File: src/rtl/drm_rd_pkg.sv
// Shared definitions for the DRM read streamer.
// Optional build macro: DRM_RD_OUTPUT_REG_EN selects the two-cycle RAM read
// latency that matches a DRM generated with its output register enabled.
package drm_rd_pkg;

    localparam int DRM_ADDR_W = 8;
    localparam int DRM_DATA_W = 20;

`ifdef DRM_RD_OUTPUT_REG_EN
    localparam int RD_LAT = 2;
`else
    localparam int RD_LAT = 1;
`endif

    // Width of the in-flight read counter (holds 0..RD_LAT).
    localparam int INFL_W = 2;

    typedef enum logic [1:0] {
        IDLE  = 2'd0,
        RUN   = 2'd1,
        DRAIN = 2'd2
    } rd_state_t;

endpackage

File: src/rtl/drm_rd_fifo.sv
// First-word-fall-through FIFO used to absorb RAM read latency.
// Head word is visible on pop_data whenever empty is low; push and pop in
// the same cycle leave the count unchanged.
module drm_rd_fifo #(
    parameter int DATA_W = 20,
    parameter int DEPTH  = 4
) (
    input  logic                     clk,
    input  logic                     rst,
    input  logic                     push,
    input  logic [DATA_W-1:0]        push_data,
    input  logic                     pop,
    output logic [DATA_W-1:0]        pop_data,
    output logic [$clog2(DEPTH):0]   count,
    output logic                     empty,
    output logic                     full
);

    localparam int PTR_W = $clog2(DEPTH);
    localparam int CNT_W = PTR_W + 1;

    logic [DATA_W-1:0] mem_r [DEPTH];
    logic [PTR_W-1:0]  wr_ptr_r;
    logic [PTR_W-1:0]  rd_ptr_r;
    logic [CNT_W-1:0]  count_r;
    logic              push_ok_s;
    logic              pop_ok_s;

    // Qualify push/pop so the storage can never over- or under-run.
    always_comb begin
        pop_ok_s  = pop && (count_r != '0);
        push_ok_s = push && ((count_r != CNT_W'(DEPTH)) || pop_ok_s);
    end

    // Storage, pointers and occupancy count.
    always_ff @(posedge clk or posedge rst) begin
        if (rst) begin
            for (int i = 0; i < DEPTH; i++) begin
                mem_r[i] <= '0;
            end
            wr_ptr_r <= '0;
            rd_ptr_r <= '0;
            count_r  <= '0;
        end else begin
            if (push_ok_s) begin
                mem_r[wr_ptr_r] <= push_data;
                wr_ptr_r        <= wr_ptr_r + PTR_W'(1);
            end
            if (pop_ok_s) begin
                rd_ptr_r <= rd_ptr_r + PTR_W'(1);
            end
            case ({push_ok_s, pop_ok_s})
                2'b10:   count_r <= count_r + CNT_W'(1);
                2'b01:   count_r <= count_r - CNT_W'(1);
                default: count_r <= count_r;
            endcase
        end
    end

    assign pop_data = mem_r[rd_ptr_r];
    assign count    = count_r;
    assign empty    = (count_r == '0);
    assign full     = (count_r == CNT_W'(DEPTH));

endmodule

File: src/rtl/drm_rd_streamer.sv
// Read-side engine for the simple dual-port DRM: walks an address range on
// the RAM read port and presents the words as a valid/ready stream.
// Build macro DRM_RD_OUTPUT_REG_EN (via drm_rd_pkg) selects RD_LAT=2.
// Reads are only issued while FIFO occupancy plus in-flight reads is below
// FIFO_DEPTH, so every returning word has a guaranteed FIFO slot.
module drm_rd_streamer
    import drm_rd_pkg::*;
#(
    parameter int ADDR_W     = DRM_ADDR_W,
    parameter int DATA_W     = DRM_DATA_W,
    parameter int FIFO_DEPTH = 4
) (
    input  logic              rd_clk,
    input  logic              rd_rst,
    input  logic              start,
    input  logic [ADDR_W-1:0] start_addr,
    input  logic [ADDR_W:0]   start_len,
    output logic              busy,
    output logic              done,
    output logic [ADDR_W-1:0] ram_rd_addr,
    input  logic [DATA_W-1:0] ram_rd_data,
    output logic [DATA_W-1:0] m_data,
    output logic              m_valid,
    input  logic              m_ready
);

    localparam int CNT_W = $clog2(FIFO_DEPTH) + 1;
    localparam int CRD_W = CNT_W + 1;

    rd_state_t         state_r;
    rd_state_t         state_nxt_s;
    logic [ADDR_W-1:0] addr_r;
    logic [ADDR_W-1:0] last_addr_r;
    logic [ADDR_W:0]   remaining_r;
    logic [RD_LAT-1:0] vpipe_r;
    logic              busy_r;
    logic              done_r;

    logic [INFL_W-1:0] inflight_s;
    logic [CNT_W-1:0]  fifo_cnt_s;
    logic              fifo_empty_s;
    logic              fifo_full_s;
    logic              credit_ok_s;
    logic              load_s;
    logic              issue_s;
    logic              done_set_s;
    logic              capture_s;
    logic              pop_s;

    // Count reads issued to the RAM whose data has not yet been captured.
    always_comb begin
        inflight_s = '0;
        for (int i = 0; i < RD_LAT; i++) begin
            inflight_s = inflight_s + {{(INFL_W-1){1'b0}}, vpipe_r[i]};
        end
        credit_ok_s = !fifo_full_s &&
                      (({1'b0, fifo_cnt_s} + CRD_W'(inflight_s)) < CRD_W'(FIFO_DEPTH));
        capture_s   = vpipe_r[RD_LAT-1];
        pop_s       = !fifo_empty_s && m_ready;
    end

    // Next-state and per-cycle control decisions.
    always_comb begin
        state_nxt_s = state_r;
        load_s      = 1'b0;
        issue_s     = 1'b0;
        done_set_s  = 1'b0;
        case (state_r)
            IDLE: begin
                if (start) begin
                    if (start_len != '0) begin
                        load_s      = 1'b1;
                        state_nxt_s = RUN;
                    end else begin
                        done_set_s  = 1'b1;
                    end
                end else begin
                    state_nxt_s = IDLE;
                end
            end
            RUN: begin
                if ((remaining_r != '0) && credit_ok_s) begin
                    issue_s = 1'b1;
                    if (remaining_r == (ADDR_W+1)'(1)) begin
                        state_nxt_s = DRAIN;
                    end else begin
                        state_nxt_s = RUN;
                    end
                end else begin
                    state_nxt_s = RUN;
                end
            end
            DRAIN: begin
                // Finish as the final beat is taken, not a cycle later.
                if ((inflight_s == '0) &&
                    (fifo_empty_s || ((fifo_cnt_s == CNT_W'(1)) && m_ready))) begin
                    done_set_s  = 1'b1;
                    state_nxt_s = IDLE;
                end else begin
                    state_nxt_s = DRAIN;
                end
            end
            default: begin
                state_nxt_s = IDLE;
            end
        endcase
    end

    // FSM state register.
    always_ff @(posedge rd_clk or posedge rd_rst) begin
        if (rd_rst) begin
            state_r <= IDLE;
        end else begin
            state_r <= state_nxt_s;
        end
    end

    // Address walker, word counter, valid pipe and status flags.
    always_ff @(posedge rd_clk or posedge rd_rst) begin
        if (rd_rst) begin
            addr_r      <= '0;
            last_addr_r <= '0;
            remaining_r <= '0;
            vpipe_r     <= '0;
            busy_r      <= 1'b0;
            done_r      <= 1'b0;
        end else begin
            busy_r     <= (state_nxt_s != IDLE);
            done_r     <= done_set_s;
            vpipe_r[0] <= issue_s;
            for (int i = 1; i < RD_LAT; i++) begin
                vpipe_r[i] <= vpipe_r[i-1];
            end
            if (load_s) begin
                addr_r      <= start_addr;
                remaining_r <= start_len;
            end else if (issue_s) begin
                addr_r      <= addr_r + ADDR_W'(1);
                remaining_r <= remaining_r - (ADDR_W+1)'(1);
                last_addr_r <= addr_r;
            end else begin
                addr_r      <= addr_r;
                remaining_r <= remaining_r;
            end
        end
    end

    // The RAM samples the address on the issue edge; otherwise hold the last one.
    always_comb begin
        if (issue_s) begin
            ram_rd_addr = addr_r;
        end else begin
            ram_rd_addr = last_addr_r;
        end
    end

    drm_rd_fifo #(
        .DATA_W (DATA_W),
        .DEPTH  (FIFO_DEPTH)
    ) u_fifo (
        .clk       (rd_clk),
        .rst       (rd_rst),
        .push      (capture_s),
        .push_data (ram_rd_data),
        .pop       (pop_s),
        .pop_data  (m_data),
        .count     (fifo_cnt_s),
        .empty     (fifo_empty_s),
        .full      (fifo_full_s)
    );

    assign m_valid = !fifo_empty_s;
    assign busy    = busy_r;
    assign done    = done_r;

endmodule

File: config.mk
export PLATFORM = sky130hd
export DESIGN_NAME = drm_rd_streamer
export DESIGN_NICKNAME = d
export VERILOG_FILES = /design/src/rtl/drm_rd_pkg.sv /design/src/rtl/drm_rd_fifo.sv /design/src/rtl/drm_rd_streamer.sv
export SDC_FILE = /design/constraint.sdc
export NUM_CORES = 1
export LEC_CHECK = 0
export ABC_CLOCK_PERIOD_IN_PS = 5500
export CORE_MARGIN = 2
export CORE_UTILIZATION = 45
export DETAILED_ROUTE_END_ITERATION = 7
export HOLD_SLACK_MARGIN = 0.03
export PLACE_DENSITY = 0.66
export SLEW_MARGIN = 20
export SYNTH_ARGS = -nofsm -noshare
export SYNTH_HDL_FRONTEND = slang
export SYNTH_SLANG_ARGS = --single-unit
export TNS_END_PERCENT = 30
File: constraint.sdc
create_clock -name rd_clk -period 5.5 [get_ports rd_clk]
set_input_delay 0.825 -clock rd_clk [delete_from_list [all_inputs] [get_ports rd_clk]]
set_output_delay 0.825 -clock rd_clk [all_outputs]
set_load 0.03 [all_outputs]
[After elaboration in Yosys (flattened, before gate mapping)]
Cells that the tools add are included.
Word-level totals
  input port bits: 41
  bits in registers: 117
  logic and storage cells: 83
Operators by class
  equality and inequality tests: 8
  reductions and logical operators: 21
  bitwise logic cells: 2
  $lt $le $gt $ge: 4
  mux-type cells: 27
  add/subtract/negate cells: 7
Operator list (count)
  $bwmux 80: 1
  $mux 20: 3
  $bmux 20 s2: 1
  $demux 20 s2: 1
  $mux 8: 3
  $mux 9: 2
  $reduce_bool 9->1: 2
  $mux 2: 5
  $eq 9x1->1 const B: 1
  $sub 9x1->9 const B: 1
  $add 8x1->8 const B: 1
  $logic_and 1x1->1: 8
  $mux 1: 8
  $ge 3x3->1 const B: 2
  $not 2->3: 2
  $pmux 2 s3: 1
  $pmux 3 s2: 1
  $reduce_bool 2->1: 3
  $add 2x1->2 const B: 2
  $add 3x1->4: 1
  $eq 2x1->1 const B: 2
  $eq 2x2->1 const B: 2
  $logic_not 2->1: 2
  $lt 4x3->1 const B: 1
  11 further kinds: 13

[Longest topological paths before layout]
Gate-level depths: netlist of run 1.
  word-level depth: 8
  mapped depth: 8
  mapped depth without buffers: 8

[Hierarchy]
A second synthesis of run 1 with hierarchy kept.
Second synthesis, totals
  cells, all modules: 423
  area total of the unflattened synthesis: 5561.6 µm²
Modules (own cells, without submodules)
  drm_rd_fifo: cells an instance 234, instances 1, area each 3905.0 µm²
  drm_rd_streamer: cells an instance 189, instances 1, area each 1656.6 µm²

[Least setup slack after synthesis of run 1]
Ideal clock, no wire load.
  path kind: reg2out
  start: reg u_fifo.count_r[1], in the netlist u_fifo.count[1]
  end: out ram_rd_addr[6]
  setup slack: 2943 ps
  arrival: 1732 ps
  cell stages (with the launch flop): 6
  buffers on the path: 1
  cell sequence: dfrtp_1 a31oi_1 nor2b_1 buf_2 nand2_1 o21ai_0
On the way
  cells in the longest elaborated chain, start to end: 7
RTL lines
  from (decl): RTL line drm_rd_fifo.sv:25  | logic [CNT_W-1:0] count_r;
  from (signal assigned): RTL line drm_rd_fifo.sv:53  | 2'b10: count_r <= count_r + CNT_W'(1);
  from (signal assigned): RTL line drm_rd_fifo.sv:54  | 2'b01: count_r <= count_r - CNT_W'(1);
  from (signal assigned): RTL line drm_rd_fifo.sv:55  | default: count_r <= count_r;
  $add 3x1->4 or $eq 3x3->1 (tied branches): RTL line drm_rd_streamer.sv:57, drm_rd_fifo.sv:63
  $lt 4x3->1 or $logic_not 1->1 (tied branches): RTL line drm_rd_streamer.sv:57, drm_rd_streamer.sv:56
  $logic_and 1x1->1 (*): RTL line drm_rd_streamer.sv:56  | credit_ok_s = !fifo_full_s &&
  $logic_and 1x1->1 (*): RTL line drm_rd_streamer.sv:82  | if ((remaining_r != '0) && credit_ok_s) begin
  $mux 1 (*): RTL line drm_rd_streamer.sv:82
  $mux 1 (*): RTL line drm_rd_streamer.sv:68  | case (state_r)
  $mux 8 (*)
  to (decl): RTL line drm_rd_streamer.sv:20  | output logic [ADDR_W-1:0] ram_rd_addr,
Mark *: on every way between the ends. The rest lies on a longest branch, timed or not.

[Final worst setup path of run 1]
  start: reg u_fifo.count_r[1], in the netlist u_fifo.count[1]
  end: out ram_rd_addr[3]
The elaborated chain is that of the path after synthesis.

==> results.toml, run 1 <==
[drt]
wl_per_cell_um = 17.4
wl_um = 11500
firstDrtPassIters = 4
vias = 3579
antenna_left = 0
drtIter0Drc = 165
viasPerCell = 5.41
route.detailed.drc = 0

[synthesis]
synth_area_mm2 = 0.00566
synth_ff_type = "dfrtp_1"
ys_seq_elements = 117
netlist_top_cells_count = "dfrtp_1 (117), mux2_2 (94), mux4_2 (20)"
synth_edf_count = 0
yosys.area.top_type = "dfrtp_1"
post_synth_num_cell_types = 53
async_flop_share_pct = 100
seq_area_frac_synth_pct = 51.7
synth_top_area_share_pct = 51.7
synthCells = 408
synth_most_common_cell = "dfrtp_1"
synth.area.top_cells = "dfrtp_1 (52%), mux2_2 (19%), mux4_2 (8.0%)"
synthesis.nets = 462
yosys_warnings = 0
syn_area_per_cell_um2 = 13.9

[sta]
relSlewSlack_pct = 29.8
rsz0062_at_grt = "false"
finalWorstSetupSlack_ns = 1.47
skew_ns = 0.00946
maxSlewViolCount = 0
tightest_slew_ns = 1.05
min_period_over_period_pct = 73.3
min_period_ns = 4.03
setup_viol = 0
hold_viol = 0
finalSetupTns_ns = 0
timing.hold.ws_ns = 0.490
fmax_ghz = 0.248

[finish]
insertedDiodeCount = 0
fin_nets = 535
multiInputGateArea_mm2 = 0.00257
area_growth_pct = 26.9
nFillCells = 982
final_layout_size_suffix_gt1_share_pct = 33.6
final-seq-area_mm2 = 0.00293
final_cells = 662

[clock_network]
clk_pin_slew_ns = 0.05
max-clock-path-buffers = 2
insertion_delay_ns = 0.41
cts_inserted_buffers = 17
cts-root-buf = "clkbuf_16"
cts_tree = "yes"
cts_sinks = 117
hold_buffers = 0
cts_resized = 0
post_cts_buffers = 0
htree_levels = 4

[power_and_ir_drop]
finalPower_mw = 5.20
p_per_area_mw_per_mm2 = 724
p_leak_nw = 2.96
vdd_ir_drop_max_mv = 0.312

[setup_path]
r2r_setup_slack_ns = 2.83
endpoint_kind = "primary output"
critPathKind = "reg2out"
worstPathRequired_ns = 4.68
worst_setup_path_start_kind = "flip-flop"
cp.arrival_ns = 3.21
path_max_fanout = 16

[floorplan]
num_io_pins = 72
core-area_mm2 = 0.0122
die_h_um = 116
core.rowCount = 40
initial_core_util_pct = 46.5
die_w_um = 116
dieArea_mm2 = 0.0135

[grt]
grt_use_total_pct = 18.6
antenna_found_initial = 0
grt_pass1_wl_um = 19000
first_global_vias = 3830
grt_max_degree = 86
overflow = 0

[place]
hpwl_um = 7450
port_buffers = 71
pre_cts_slack_ns = 1.90
dp_cells = 630
gp_congestion = 0.806

[flow_run]
maxCapViolCount = 0

[worst_hold_path]
hold_class = "reg2reg"

[run_status]
status = "finished, final reports clean"
==> cells in the final DEF, fill, tap and decap left out, drive strengths merged, types with 2 or more instances in the layout <==
cell             n
clkdlybuf4s50   71
a221o            2
buf              2
o31ai            3
or3              4
bufinv           6
clkinv           3
ha              13
or3b             2
or2              3
o221a            4
nand3            3
clkbuf          23
o32ai            3
o21ai            9
mux2            94
a31oi            4
mux4            20
and3             4
xnor2            5
and4             2
nand2b           5
nand2           17
a211oi           5
nor2             9
or4              4
nor3             7
o211ai           9
dfrtp          117
inv             15
nor3b            2
mux2i            2
a21oi            7
xor2             2
and2             2
o211a            2
==> sequential cells by signal, indices dropped and copies added (netlist names) <==
register / cells
u_fifo.mem_r: 80
remaining_r: 9
addr_r: 8
last_addr_r: 8
u_fifo.count: 3
state_r: 2
u_fifo.rd_ptr_r: 2
u_fifo.wr_ptr_r: 2
busy: 1
capture_s: 1
done: 1
==> final cells by class <==
class                           instances  area share (%)
Clock buffer                           23            6.79
Clock inverter                          9            2.72
Inverter                               15           0.854
Multi-Input combinational cell        257            35.8
Sequential cell                       117            40.8
Tap cell                              168            2.93
Timing Repair Buffer                   73            10.1
==> cells by family after synthesis <==
logic type,count (synthesis),share of synthesized area (%)
xor+xnor,7,1.08
compound gates,52,7.54
fa+ha+maj,13,2.87
buf+inv,34,2.81
flops,117,51.7
simple gates,69,6.94
mux,116,27.0
==> power breakdown <==
part | internal, mW | switching (mW) | leakage (nW) | total, mW
clock network | 0.895 | 0.366 | 0.337 | 1.26
registers | 1.30 | 0.303 | 1.38 | 1.60
logic | 1.22 | 1.12 | 1.25 | 2.34
==> final timing paths <==
check	startpoint	to	cells past startpoint
max in group asynchronous	rd_rst	u_fifo.rd_ptr_r[1]$_DFFE_PP0P_	3
worst max register to register	u_fifo.count[0]$_DFFE_PP0P_	u_fifo.mem_r[29]$_DFFE_PP0P_	5
worst min-delay path	state_r[0]$_DFF_PP0_	done$_DFF_PP0_	1
worst min register to register	state_r[0]$_DFF_PP0_	done$_DFF_PP0_	1
worst max-delay path	u_fifo.count[1]$_DFFE_PP0P_	ram_rd_addr[3]	6
min in group asynchronous	rd_rst	last_addr_r[4]$_DFFE_PP0N_	2
==> metrics by stage <==
stage / area (um^2) / utilization [%]
after global routing: 7180 / 59.1
after global placement: 6490 / 53.4
after detailed placement: 6500 / 53.4
final: 7180 / 59.1
after floorplan: 5660 / -
after CTS: 7180 / 59.0
==> routing by layer <==
metal	vias to the layer above	global-route usage [%]	part of all wire, %
met2	85	33.1	53
li1	1668	-	-
met4	0	6.67	0.87
met5	-	0	0
met1	1816	22.0	42
met3	10	4.46	4.3
==> worst max-delay path, stage by stage, from the launching register on <==
cell and delay (ns):
dfrtp_1 0.41, a31oi_1 0.28, nor2b_1 0.57, nand2_1 0.23
inv_2 0.33, mux2_2 0.38, clkdlybuf4s50_1 0.59
(Power assumes the default switching activity.)
==> run 2, diff against run 1 <==
--- a/config.mk
+++ b/config.mk
@@ -5,7 +5,7 @@
 export SDC_FILE = /design/constraint.sdc
 export NUM_CORES = 1
 export LEC_CHECK = 0
-export ABC_CLOCK_PERIOD_IN_PS = 5500
+export ABC_CLOCK_PERIOD_IN_PS = 3800
 export CORE_MARGIN = 2
 export CORE_UTILIZATION = 45
 export DETAILED_ROUTE_END_ITERATION = 7
==> constraint.sdc (replaced) <==
create_clock -name rd_clk -period 3.8 [get_ports rd_clk]
set_input_delay 0.57 -clock rd_clk [delete_from_list [all_inputs] [get_ports rd_clk]]
set_output_delay 0.57 -clock rd_clk [all_outputs]
set_load 0.03 [all_outputs]
==> run 2 against run 1 <==
Compared with the run above:
- count of clock-buffer cells in the layout is 2 higher
- sequential share of layout area is 0.30 points lower
- via count is 1.8% higher
- clock skew is 0.0037 ns lower
- worst setup slack worse by 1.1 ns
- critical endpoint unchanged
- largest power group unchanged
- highest routed layer unchanged
==> results.toml, run 2 (synthesis results as in run 1) <==
[run_status]
status = "finished, final reports clean"

[clock_network]
max-clock-path-buffers = 2
hold_buffers = 0
cts-root-buf = "clkbuf_16"
cts_sinks = 117
cts_tree = "yes"
clk_pin_slew_ns = 0.05
htree_levels = 4
insertion_delay_ns = 0.41
cts_inserted_buffers = 17
post_cts_buffers = 0
cts_resized = 0

[worst_hold_path]
hold_class = "reg2reg"
hold_start = "u_fifo.mem_r[55]$_DFFE_PP0P_"
whs_endpoint = "u_fifo.mem_r[55]$_DFFE_PP0P_"
min_path_cells = 1

[floorplan]
die_h_um = 116
initial_core_util_pct = 46.5
dieArea_mm2 = 0.0135
core.rowCount = 40
die_w_um = 116
num_io_pins = 72
core-area_mm2 = 0.0122

[setup_path]
reg2reg_depth = 7
worstPathRequired_ns = 3.23
r2r_setup_slack_ns = 1.72
r2r-start = "u_fifo.count[0]$_DFFE_PP0P_"
worst_setup_path_start_kind = "flip-flop"
path_max_fanout = 16
endpoint_kind = "primary output"
cp.arrival_ns = 2.86
r2r-end = "u_fifo.count[2]$_DFFE_PP0P_"
critPathKind = "reg2out"

[sta]
finalSetupTns_ns = 0
hold_viol = 0
min_period_over_period_pct = 90.3
maxSlewViolCount = 0
min_period_ns = 3.43
setup_viol = 0
rsz0062_at_grt = "false"
fmax_ghz = 0.292
skew_ns = 0.00575
relSlewSlack_pct = 52.6
tightest_slew_ns = 0.709

[drt]
viasPerCell = 5.44
firstDrtPassIters = 4
wl_per_cell_um = 17.4
drtIter0Drc = 229
route.detailed.drc = 0
antenna_left = 0
vias = 3645
wl_um = 11600

[power_and_ir_drop]
p_per_area_mw_per_mm2 = 1040
p_leak_nw = 3.00
vdd_ir_drop_max_mv = 0.598
finalPower_mw = 7.50

[finish]
fin_nets = 543
mostFrequentLayoutCell = "dfrtp_1"
final_layout_size_suffix_gt1_share_pct = 34.7
largest_register_ff_count = 80
area_growth_pct = 27.8
final_cell_mix = "dfrtp_1 (117), mux2_2 (94), clkdlybuf4s50_1 (71)"
insertedDiodeCount = 0
regMostFlops = "u_fifo.mem_r"
top_regs = "u_fifo.mem_r (80), remaining_r (9)"
nFillCells = 971

[grt]
antenna_found_initial = 0
grt_use_total_pct = 18.9
overflow = 0
grt_pass1_wl_um = 19300
grt_max_degree = 54
first_global_vias = 3893

[place]
gp_congestion = 0.881
hpwl_um = 7740
port_buffers = 71

[flow_run]
maxCapViolCount = 0
run 2: cell count changes in the layout (fill, tap and decap cells not counted), sizes merged:
| cell | previous run | this run |
|---|---|---|
| buf | 2 | 10 |
| bufinv | 6 | 4 |
| clkbuf | 23 | 25 |
run 2: through the flow:
step | hold WS [ns] | util (%) | cell area, um^2 | worst slack, ns | instances
floorplan | 0.437 | - | 5660 | 0.129 | 408
global placement | 0.475 | 54.0 | 6570 | 0.872 | 638
detailed placement | 0.480 | 54.0 | 6570 | 0.786 | 638
CTS | 0.496 | 59.5 | 7230 | 0.333 | 670
global route | 0.510 | 59.5 | 7230 | 0.178 | 670
finish | 0.499 | 59.5 | 7230 | 0.370 | 670
run 2: critical path, cell delays in order, from the launching register on:
cell and delay [ns]:
dfrtp_1 0.40, a31oi_1 0.31, nor2b_1 0.18, buf_4 0.17
nand2_1 0.11, inv_2 0.30, mux2_2 0.38, clkdlybuf4s50_1 0.59
run 2: worst max path at each step:
stage | slack [ns] | to | start | cells after the start
after CTS | 0.33 | ram_rd_addr[3] | u_fifo.count[1]$_DFFE_PP0P_ | 7
after detailed placement | 0.79 | ram_rd_addr[3] | u_fifo.count[1]$_DFFE_PP0P_ | 7
after global placement | 0.87 | ram_rd_addr[2] | u_fifo.count[1]$_DFFE_PP0P_ | 7
final | 0.37 | ram_rd_addr[3] | u_fifo.count[1]$_DFFE_PP0P_ | 7
after floorplan | 0.13 | addr_r[0]$_DFFE_PP0P_ | rd_rst | 1
after global routing | 0.18 | ram_rd_addr[3] | u_fifo.count[1]$_DFFE_PP0P_ | 7
run 2: cell type report:
cell class,instances,area [um^2],share of cell area [%]
Sequential cell,117,2930,40.5
Multi-Input combinational cell,257,2570,35.6
Timing Repair Buffer,81,798,11.0
Clock buffer,25,526,7.27
Tap cell,168,210,2.91
Clock inverter,7,139,1.92
Inverter,15,58.8,0.813
run 2: per-layer routing:
metal  routed length [um]  up-vias  track usage [%]
li1                     -     1689                -
met1                 5140     1858             23.2
met2                 5840       88             32.2
met3                  530       10             6.49
met4                  125        0             5.24
met5                    0        -                0
run 2: power breakdown:
group	internal (mW)	switching, mW
clock	1.22	0.540
sequential	1.88	0.399
combinational	1.79	1.67
total	4.88	2.61
